==> src/rtl/speck_cmd_framer.sv <==
// Command framer for the SPECK64/128 UART bridge: decodes K/E/D commands,
// assembles key and block frames, drives the core and serialises the result.
module speck_cmd_framer #(
  parameter int TIMEOUT_CYCLES = 1_000_000
) (
  input  logic         i_clk,
  input  logic         i_rst_n,
  input  logic [7:0]   i_rx_data,
  input  logic         i_rx_valid,
  output logic [7:0]   o_tx_data,
  output logic         o_tx_valid,
  input  logic         i_tx_ready,
  output logic [127:0] o_key_out,
  output logic         o_key_load,
  input  logic         i_key_ready,
  output logic [63:0]  o_blk_out,
  output logic         o_blk_decrypt,
  output logic         o_blk_start,
  input  logic         i_core_done,
  input  logic [63:0]  i_core_result,
  output logic         o_busy,
  output logic         o_cmd_err
);

  localparam int TW = $clog2(TIMEOUT_CYCLES + 1);
  localparam logic [TW-1:0] TMO_MAX = TW'(TIMEOUT_CYCLES);
  localparam logic [7:0] CMD_KEY = 8'h4B;
  localparam logic [7:0] CMD_ENC = 8'h45;
  localparam logic [7:0] CMD_DEC = 8'h44;

  typedef enum logic [2:0] {
    IDLE, RX_KEY, RX_BLK, KEY_START, KEY_WAIT, CORE_START, CORE_WAIT, TX
  } state_t;

  state_t          r_state;
  logic [3:0]      r_byte_cnt;
  logic [TW-1:0]   r_tmo_cnt;
  logic [2:0]      r_tx_idx;
  logic [63:0]     r_shift;
  logic            r_key_valid;
  logic [127:0]    r_key;
  logic [63:0]     r_blk;
  logic            r_blk_decrypt;
  logic [7:0]      r_tx_data;
  logic            r_tx_valid;
  logic            r_key_load;
  logic            r_blk_start;
  logic            r_busy;
  logic            r_cmd_err;

  logic w_tmo_hit;
  logic w_overrun;

  assign w_tmo_hit = (r_tmo_cnt == TMO_MAX);
  // Bytes arriving while the framer is not collecting a frame are dropped.
  assign w_overrun = i_rx_valid && (r_state != IDLE) &&
                     (r_state != RX_KEY) && (r_state != RX_BLK);

  always_ff @(posedge i_clk or negedge i_rst_n) begin
    if (!i_rst_n) begin
      r_state       <= IDLE;
      r_byte_cnt    <= '0;
      r_tmo_cnt     <= '0;
      r_tx_idx      <= '0;
      r_shift       <= '0;
      r_key_valid   <= 1'b0;
      r_key         <= '0;
      r_blk         <= '0;
      r_blk_decrypt <= 1'b0;
      r_tx_data     <= 8'h00;
      r_tx_valid    <= 1'b0;
      r_key_load    <= 1'b0;
      r_blk_start   <= 1'b0;
      r_busy        <= 1'b0;
      r_cmd_err     <= 1'b0;
    end else begin
      r_key_load  <= 1'b0;
      r_blk_start <= 1'b0;
      r_cmd_err   <= 1'b0;
      case (r_state)
        IDLE: begin
          if (i_rx_valid) begin
            r_byte_cnt <= '0;
            r_tmo_cnt  <= '0;
            if (i_rx_data == CMD_KEY) begin
              r_state <= RX_KEY;
              r_busy  <= 1'b1;
            end else if (i_rx_data == CMD_ENC || i_rx_data == CMD_DEC) begin
              r_state       <= RX_BLK;
              r_busy        <= 1'b1;
              r_blk_decrypt <= (i_rx_data == CMD_DEC);
            end else begin
              r_cmd_err <= 1'b1;
            end
          end
        end
        RX_KEY: begin
          if (i_rx_valid) begin
            r_key[{r_byte_cnt, 3'b000} +: 8] <= i_rx_data;
            r_byte_cnt <= r_byte_cnt + 4'd1;
            r_tmo_cnt  <= '0;
            if (r_byte_cnt == 4'd0) r_key_valid <= 1'b0;
            if (r_byte_cnt == 4'd15) begin
              r_state    <= KEY_START;
              r_key_load <= 1'b1;
            end
          end else if (w_tmo_hit) begin
            r_state   <= IDLE;
            r_busy    <= 1'b0;
            r_cmd_err <= 1'b1;
          end else begin
            r_tmo_cnt <= r_tmo_cnt + TW'(1);
          end
        end
        RX_BLK: begin
          if (i_rx_valid) begin
            r_blk[{r_byte_cnt[2:0], 3'b000} +: 8] <= i_rx_data;
            r_byte_cnt <= r_byte_cnt + 4'd1;
            r_tmo_cnt  <= '0;
            // The start pulse is only issued when a key schedule is available.
            if (r_byte_cnt == 4'd7) begin
              r_state     <= CORE_START;
              r_blk_start <= r_key_valid;
            end
          end else if (w_tmo_hit) begin
            r_state   <= IDLE;
            r_busy    <= 1'b0;
            r_cmd_err <= 1'b1;
          end else begin
            r_tmo_cnt <= r_tmo_cnt + TW'(1);
          end
        end
        KEY_START: r_state <= KEY_WAIT;
        KEY_WAIT: begin
          if (i_key_ready) begin
            r_key_valid <= 1'b1;
            r_state     <= IDLE;
            r_busy      <= 1'b0;
          end
        end
        CORE_START: begin
          if (!r_key_valid) begin
            r_cmd_err <= 1'b1;
            r_state   <= IDLE;
            r_busy    <= 1'b0;
          end else begin
            r_state <= CORE_WAIT;
          end
        end
        CORE_WAIT: begin
          if (i_core_done) begin
            r_shift    <= i_core_result;
            r_tx_data  <= i_core_result[7:0];
            r_tx_valid <= 1'b1;
            r_tx_idx   <= '0;
            r_state    <= TX;
          end
        end
        TX: begin
          if (r_tx_valid && i_tx_ready) begin
            if (r_tx_idx == 3'd7) begin
              r_tx_valid <= 1'b0;
              r_state    <= IDLE;
              r_busy     <= 1'b0;
            end else begin
              r_tx_idx  <= r_tx_idx + 3'd1;
              r_tx_data <= r_shift[15:8];
              r_shift   <= {8'h00, r_shift[63:8]};
            end
          end
        end
        default: begin
          r_state <= IDLE;
          r_busy  <= 1'b0;
        end
      endcase
      if (w_overrun) r_cmd_err <= 1'b1;
    end
  end

  assign o_tx_data     = r_tx_data;
  assign o_tx_valid    = r_tx_valid;
  assign o_key_out     = r_key;
  assign o_key_load    = r_key_load;
  assign o_blk_out     = r_blk;
  assign o_blk_decrypt = r_blk_decrypt;
  assign o_blk_start   = r_blk_start;
  assign o_busy        = r_busy;
  assign o_cmd_err     = r_cmd_err;

endmodule

==> config.mk <==
export PLATFORM = sky130hd
export DESIGN_NAME = speck_cmd_framer
export DESIGN_NICKNAME = d
export VERILOG_FILES = /design/src/rtl/speck_cmd_framer.sv
export SDC_FILE = /design/constraint.sdc
export NUM_CORES = 1
export LEC_CHECK = 0
export CORE_MARGIN = 1
export CORE_UTILIZATION = 46
export DETAILED_ROUTE_END_ITERATION = 8
export PLACE_DENSITY = 0.8
export SETUP_SLACK_MARGIN = 0.4
export SLEW_MARGIN = 20
export SYNTH_ARGS = -nofsm -noshare
export SYNTH_HDL_FRONTEND = slang
export SYNTH_SLANG_ARGS = --single-unit
==> constraint.sdc <==
create_clock -name i_clk -period 2.4 [get_ports i_clk]
set_input_delay 0.36 -clock i_clk [delete_from_list [all_inputs] [get_ports i_clk]]
set_output_delay 0.36 -clock i_clk [all_outputs]
set_load 0.02 [all_outputs]
==> results of run 1 <==
==> logic make-up after synthesis <==
| group | count (synthesis) |
|---|---|
| AO/OA/AOI/OAI | 124 |
| XOR/XNOR | 11 |
| adder cells (fa/ha/maj) | 9 |
| buffers and inverters | 79 |
| flip-flops | 293 |
| multiplexers | 245 |
| AND/OR/NAND/NOR | 275 |
==> how the worst max path moves through the flow <==
stage | from | end | slack (ns) | cells past startpoint
after global routing | r_byte_cnt[1]$_DFFE_PN0P_ | o_key_out[114]$_DFFE_PN0P_ | 0.21 | 8
final | r_byte_cnt[1]$_DFFE_PN0P_ | o_key_out[112]$_DFFE_PN0P_ | 0.26 | 8
after floorplan | r_byte_cnt[0]$_DFFE_PN0P_ | o_key_out[64]$_DFFE_PN0P_ | 0.06 | 7
after CTS | r_byte_cnt[1]$_DFFE_PN0P_ | o_key_out[85]$_DFFE_PN0P_ | 0.29 | 8
after global placement | i_rx_valid | o_key_out[47]$_DFFE_PN0P_ | 0.07 | 6
after detailed placement | i_rx_valid | o_key_out[44]$_DFFE_PN0P_ | 0.05 | 6
==> cell usage after synthesis, drive strengths merged, types with 5 or more instances <==
cell | number | area [µm²]
dfrtp | 293 | 7332
mux2 | 189 | 2128
nand2 | 113 | 446.7
o21ai | 82 | 410.4
mux2i | 56 | 560.5
nor2 | 40 | 162.7
clkbuf | 36 | 136.4
buf | 28 | 165.2
nand3 | 26 | 135.1
nor3 | 19 | 150.1
and2 | 17 | 106.4
inv | 15 | 56.30
a21oi | 14 | 70.07
and3 | 11 | 68.82
xnor2 | 11 | 96.34
nor4 | 10 | 137.6
ha | 9 | 112.6
or3 | 8 | 50.05
a31oi | 6 | 37.54
nand4 | 6 | 37.54
a22o | 5 | 43.79
nand2b | 5 | 38.78
==> registers in the layout (all words and copies together), names as in the netlist <==
name and cells:
r_tx_idx 3, o_blk_start 1, r_byte_cnt 4, o_blk_out 64
o_key_load 1, o_cmd_err 1, r_key_valid 1, r_shift 64
o_blk_decrypt 1, o_busy 1, o_tx_valid 1, r_state 3
o_key_out 128, r_tmo_cnt 20
==> worst max-delay path, stage by stage, from the launching register on <==
cell      delay [ns]
dfrtp_2         0.43
buf_6           0.14
o31ai_4         0.28
buf_4           0.17
a21boi_4        0.30
buf_4           0.19
nor4_4          0.04
buf_12          0.17
mux2_4          0.29
==> layout by cell type, fill, tap and decap left out, types with 9 or more instances in the layout <==
cell type        instances
a21oi_1                 13
and2_1                  15
and3_1                  11
buf_12                  17
buf_4                   68
buf_6                   16
clkbuf_16               32
clkdlybuf4s50_1        279
dfrtp_1                285
inv_1                   12
mux2_2                  35
mux2_4                 154
mux2i_1                 56
nand2_1                103
nand3_1                 23
nor2_1                  29
nor3_1                  10
nor3_4                   9
o21ai_0                 80
xnor2_1                 11
==> through the flow <==
step / power [W] / hold slack, ns
after floorplan: 0.01163 / 0.06441
after global placement: 0.01456 / 0.3598
final: 0.02108 / 0.3574
after detailed placement: 0.01479 / 0.3589
after CTS: 0.02007 / 0.3460
after global routing: 0.02205 / 0.3701
==> power groups by stage <==
stage	sequential, W	clock (W)	combinational (W)
4_1_cts	0.00724	0.00487	0.00795
2_1_floorplan	0.00809	0	0.00354
5_1_grt	0.00744	0.00509	0.00953
3_3_place_gp	0.00723	0	0.00733
3_5_place_dp	0.00731	0	0.00748
6_report	0.00728	0.00480	0.00900
==> layer usage <==
metal / routed length (µm) / global-route usage / vias to the layer above / share of wire
met2: 18250 / 0.4178 / 332 / 0.49
met3: 2274 / 0.04874 / 76 / 0.061
met1: 15620 / 0.3236 / 4912 / 0.42
met4: 1330 / 0.1105 / 0 / 0.035
li1: - / - / 4355 / -
met5: 0 / 0 / - / 0
==> what timing repair did <==
item                                    CTS  global route
cloned                                    0             1
resized for setup                        48           106
buffers inserted                         18            23
hold buffers                              1             0
endpoints found under the hold margin    59             0
pin swaps                                11            23
endpoints found under the setup margin  256           231
==> final cells by class <==
class / count / area (µm²) / area share
flip-flops and latches: 293 / 7342 / 0.3873
multi-input cells: 664 / 6100 / 0.3218
repair buffers: 390 / 3958 / 0.2088
clock buffers: 45 / 898.4 / 0.04739
well taps: 372 / 465.4 / 0.02455
clock inverters: 10 / 130.1 / 0.006864
inverters: 15 / 63.81 / 0.003366
==> metrics.yaml, run 1 <==
finalSetupViolCount: 0
clk_latency_ns: 0.55
die_h_um: 169.2
vdd_drop_max_uv: 923.1
status: "finished, final reports clean"
io-pin-count: 284
hold_viol_final: 0
synthDistinctLibCells: 59
synth_top_family_by_area: "multiplexers"
viasPerCell: 5.408
fin_skew_ns: 0.008410
stdcell_area_um2: 18960
synth-compound-area-share: 0.05840
clock_power_share: 0.228
drtIter0Drc: 627
ys.warnings.count: 0
fin_crit_ns: 2.135
synthArstFlopShare: 1.000
yosys.area_share.simple: 0.1180
synth_adder_area_share: 0.008760
grt_pass1_vias: 9914
worst-slew-pin-transition_ns: 0.5522
swShare: 0.3466
grt-ovfl-total: 0
grt.total_usage: 0.2524
fin_setup_tns_ns: 0
gp_congestion: 0.9129
switching_power_w: 0.007306
criticalPathCategory: "reg -> reg"
worstPathMaxFanout: 8
io_buffers: 283
worstPathArrival_ns: 2.57
num_vias: 9675
synth_edf_count: 0
rows: 60
syn_nets: 1123
cts_buffers: 30
synth_seq_cells: 293
muxShareOfSynthArea: 0.2092
finalWirelength_um: 37480
hp-class: "in -> async"
fin_crit_sh: 0.8898
maxSlewViolCount: 0
worst_slack_ns: 0.2646
start_kind: "register"
dr.pass1.iters: 5
required_ns: 2.83
antenna_cells: 0
clk_pin_slew_ns: 0.06
ys.flop_type: "dfrtp_1"
syn_avg_cell_area_um2: 12.41
fill_cells: 1871
drive_gt1_frac: 0.2999
p_int_w: 0.01377
wl_per_cell_um: 20.95
seqPwrFrac: 0.346
fp.dieArea_um2: 28620
leakage_nw: 9.129
initial_core_util: 0.4730
chipWidth_um: 169.2
fin_util: 0.6976
rsz0062_at_grt: "true"
finalNetCount: 1481
dp.cells: 1691
synth_xor_xnor_area_share: 0.007495
clockBufferDepth: 3
synth_area_um2: 12850
grt_antenna_before_repair: 0
powerDensity_nw_per_um2: 1112
worstRegToRegCells: 8
pwr-share-comb: 0.427
place_hpwl_um: 24850
synth_cells: 1036
drc_errors: 0
cts_tree: "done"
htreeDepth: 1
root_buffer: "clkbuf_16"
drtAntennaViolNets: 0
endpoint_kind: "register"
grt_pass1_wl_um: 56440
max-cap-violations: 0
r2r-start: "r_byte_cnt[1]$_DFFE_PN0P_"
place_area_um2: 16950
grt_max_degree: 68
dpl_worst_slack_ns: 0.05051
syn_to_final_growth_pct: 47.47
cts_sinks: 293
reg2reg_slack_ns: 0.26
slew_headroom: 0.6310
max_freq_mhz: 468.3
yosysSeqAreaShare: 0.5704
fin_cells: 1789
reg2reg_to: "o_key_out[112]$_DFFE_PN0P_"
core_area_um2: 27180
Power figures use the tool's default switching activity.
==> run 2, diff against run 1 <==
--- a/config.mk
+++ b/config.mk
@@ -6,9 +6,9 @@
 export NUM_CORES = 1
 export LEC_CHECK = 0
 export CORE_MARGIN = 1
-export CORE_UTILIZATION = 46
+export CORE_UTILIZATION = 55
 export DETAILED_ROUTE_END_ITERATION = 8
-export PLACE_DENSITY = 0.8
+export PLACE_DENSITY = 0.94
 export SETUP_SLACK_MARGIN = 0.4
 export SLEW_MARGIN = 20
 export SYNTH_ARGS = -nofsm -noshare
==> constraint.sdc (replaced) <==
create_clock -name i_clk -period 2.5 [get_ports i_clk]
set_input_delay 0.375 -clock i_clk [delete_from_list [all_inputs] [get_ports i_clk]]
set_output_delay 0.375 -clock i_clk [all_outputs]
set_load 0.02 [all_outputs]
==> run 2 against run 1 <==
  * Total power down 8.2%
  * Wire length up 3.9%
  * Final area down 4.3%
  * Non-clock buffer count down 31
  * Sequential share of layout area up 1.7 points
  * Critical path depth down 1
  * First-iteration DRC count up 3.0%
  * Register-to-register slack better by 0.02 ns
  * Utilization up 9.9 points
  * Flip-flop and latch count unchanged
==> metrics.yaml, run 2 (synthesis gave the netlist of run 1 again) <==
rsz0062_at_grt: "true"
slew_headroom: 0.6246  # -0.006411
max-cap-violations: 0  # unchanged
fin_skew_ns: 0.01784  # +0.009425 ns
hold_viol_final: 0  # unchanged
fin_crit_ns: 2.215  # +0.07957 ns
largest_reg_flops: 128  # unchanged
gp_congestion: 0.8987  # -1.6%
drtIter0Drc: 646  # +3.0%
p_int_w: 0.01241  # -9.9%
worstPathArrival_ns: 2.63  # +0.06 ns
clk_pin_slew_ns: 0.07  # about the same
endpoint_kind: "register"
holdPathEnd: "r_shift[56]$_DFFE_PN0P_"
cts_tree: "done"
place_area_um2: 16750  # -1.1%
worst-slew-pin-transition_ns: 0.5631  # +0.01093 ns
powerDensity_nw_per_um2: 1067  # -4.1%
reg2reg_slack_ns: 0.29  # +0.02 ns
final_common_cell: "dfrtp_1"
grt.total_usage: 0.3163  # +0.06382
drc_errors: 0  # unchanged
dpl_worst_slack_ns: 0.09988  # +0.04936 ns
num_vias: 9820  # +1.5%
fin_util: 0.7967  # +0.09914
fp.dieArea_um2: 23990  # -16%
pwr-share-comb: 0.422  # -0.005
dr.pass1.iters: 6  # +1
grt_antenna_before_repair: 1  # +1
hp-class: "in -> reg"
hold_path_depth: 3
finalNetCount: 1449  # -2.2%
io_buffers: 283  # unchanged
finalWirelength_um: 38930  # +3.9%
clock_power_share: 0.215  # -0.013
die_h_um: 154.9  # -8.4%
rows: 55  # -8.3%
switching_power_w: 0.006949  # -4.9%
finalSetupViolCount: 0  # unchanged
syn_to_final_growth_pct: 41.17
maxSlewViolCount: 0  # unchanged
worstRegToRegCells: 7  # -1
swShare: 0.3589  # +0.01233
max_freq_mhz: 451.5  # -3.6%
drive_gt1_frac: 0.2740  # -0.02589
status: "finished, final reports clean"
cts_sinks: 293  # unchanged
place_hpwl_um: 25490  # +2.6%
final_cell_mix: "dfrtp_1, clkdlybuf4s50_1, nand2_1, mux2_4, mux2_2"
dp.cells: 1621  # -4.1%
clockBufferDepth: 3  # unchanged
stdcell_area_um2: 18150  # -4.3%
chipWidth_um: 154.9  # -8.4%
clk_latency_ns: 0.54  # about the same
worst_slack_ns: 0.2850  # +0.02043 ns
initial_core_util: 0.5644  # +0.09133
fin_setup_tns_ns: 0  # unchanged
grt_max_degree: 124  # +82%
fin_cells: 1697  # -5.1%
drtAntennaViolNets: 0  # unchanged
reg2reg_to: "o_key_out[99]$_DFFE_PN0P_"
root_buffer: "clkbuf_16"
core_area_um2: 22780  # -16%
htreeDepth: 1  # unchanged
io-pin-count: 284  # unchanged
cts_buffers: 29  # -3.3%
grt_pass1_wl_um: 58670  # +4.0%
min_from: "i_core_result[56]"
grt_pass1_vias: 10140  # +2.3%
worstPathMaxFanout: 8  # unchanged
start_kind: "register"
r2r-start: "r_byte_cnt[1]$_DFFE_PN0P_"
vdd_drop_max_uv: 925.1  # +0.22%
grt-ovfl-total: 0  # unchanged
fin_crit_sh: 0.8860  # -0.003761
leakage_nw: 8.728  # -4.4%
criticalPathCategory: "reg -> reg"
required_ns: 2.91  # +0.08 ns
wl_per_cell_um: 22.94  # +9.5%
viasPerCell: 5.787  # +7.0%
seqPwrFrac: 0.363  # +0.017
## run 2: layout make-up
| class | instances | area, µm² |
|---|---|---|
| well taps | 313 | 391.6 |
| inverters | 15 | 66.31 |
| repair buffers | 359 | 3621 |
| fillers | 1216 | 4631 |
| flip-flops and latches | 293 | 7338 |
| diodes | 1 | 2.502 |
| clock buffers | 45 | 865.8 |
| clock inverters | 7 | 35.03 |
| multi-input cells | 664 | 5827 |
## run 2: timing repair
item,in CTS,in global routing
setup endpoints to repair,179,195
pin swaps,9,15
hold endpoints to repair,61,0
hold buffers,1,0
buffers inserted,11,10
resized for setup,24,47
cloned,0,1
## run 2: through the flow
stage / power [W] / hold slack, ns
after global routing: 0.02020 / 0.3888
final: 0.01936 / 0.3919
after detailed placement: 0.01414 / 0.3860
after CTS: 0.01867 / 0.3744
after floorplan: 0.01116 / 0.07941
after global placement: 0.01380 / 0.3734
## run 2: per-layer routing
metal,part of all wire,global-route usage
met4,0.050,0.1301
met5,0,0
met3,0.068,0.06267
met2,0.50,0.5465
met1,0.38,0.3894
## run 2: worst max path at each step
stage	cells past startpoint	to	start
after floorplan	7	o_key_out[64]$_DFFE_PN0P_	r_byte_cnt[0]$_DFFE_PN0P_
after global placement	6	o_key_out[61]$_DFFE_PN0P_	i_rx_valid
after detailed placement	6	o_key_out[62]$_DFFE_PN0P_	i_rx_valid
after CTS	7	o_key_out[46]$_DFFE_PN0P_	r_byte_cnt[2]$_DFFE_PN0P_
after global routing	7	o_key_out[10]$_DFFE_PN0P_	r_byte_cnt[1]$_DFFE_PN0P_
final	7	o_key_out[99]$_DFFE_PN0P_	r_byte_cnt[1]$_DFFE_PN0P_
## run 2: worst max-delay path, stage by stage (launching register included)
cell	delay, ns
dfrtp_2	0.43
clkinv_4	0.09
ha_4	0.19
ha_4	0.36
nand3_4	0.23
nor3_4	0.25
buf_6	0.21
mux2_4	0.32
## run 2: power by group through the flow
stage               Combinational (W)  Sequential [W]  Clock [W]
floorplan                     0.00340         0.00776          0
global placement              0.00684         0.00696          0
detailed placement            0.00708         0.00706          0
CTS                           0.00750         0.00699    0.00419
global route                  0.00863         0.00715    0.00442
finish                        0.00817         0.00702    0.00416
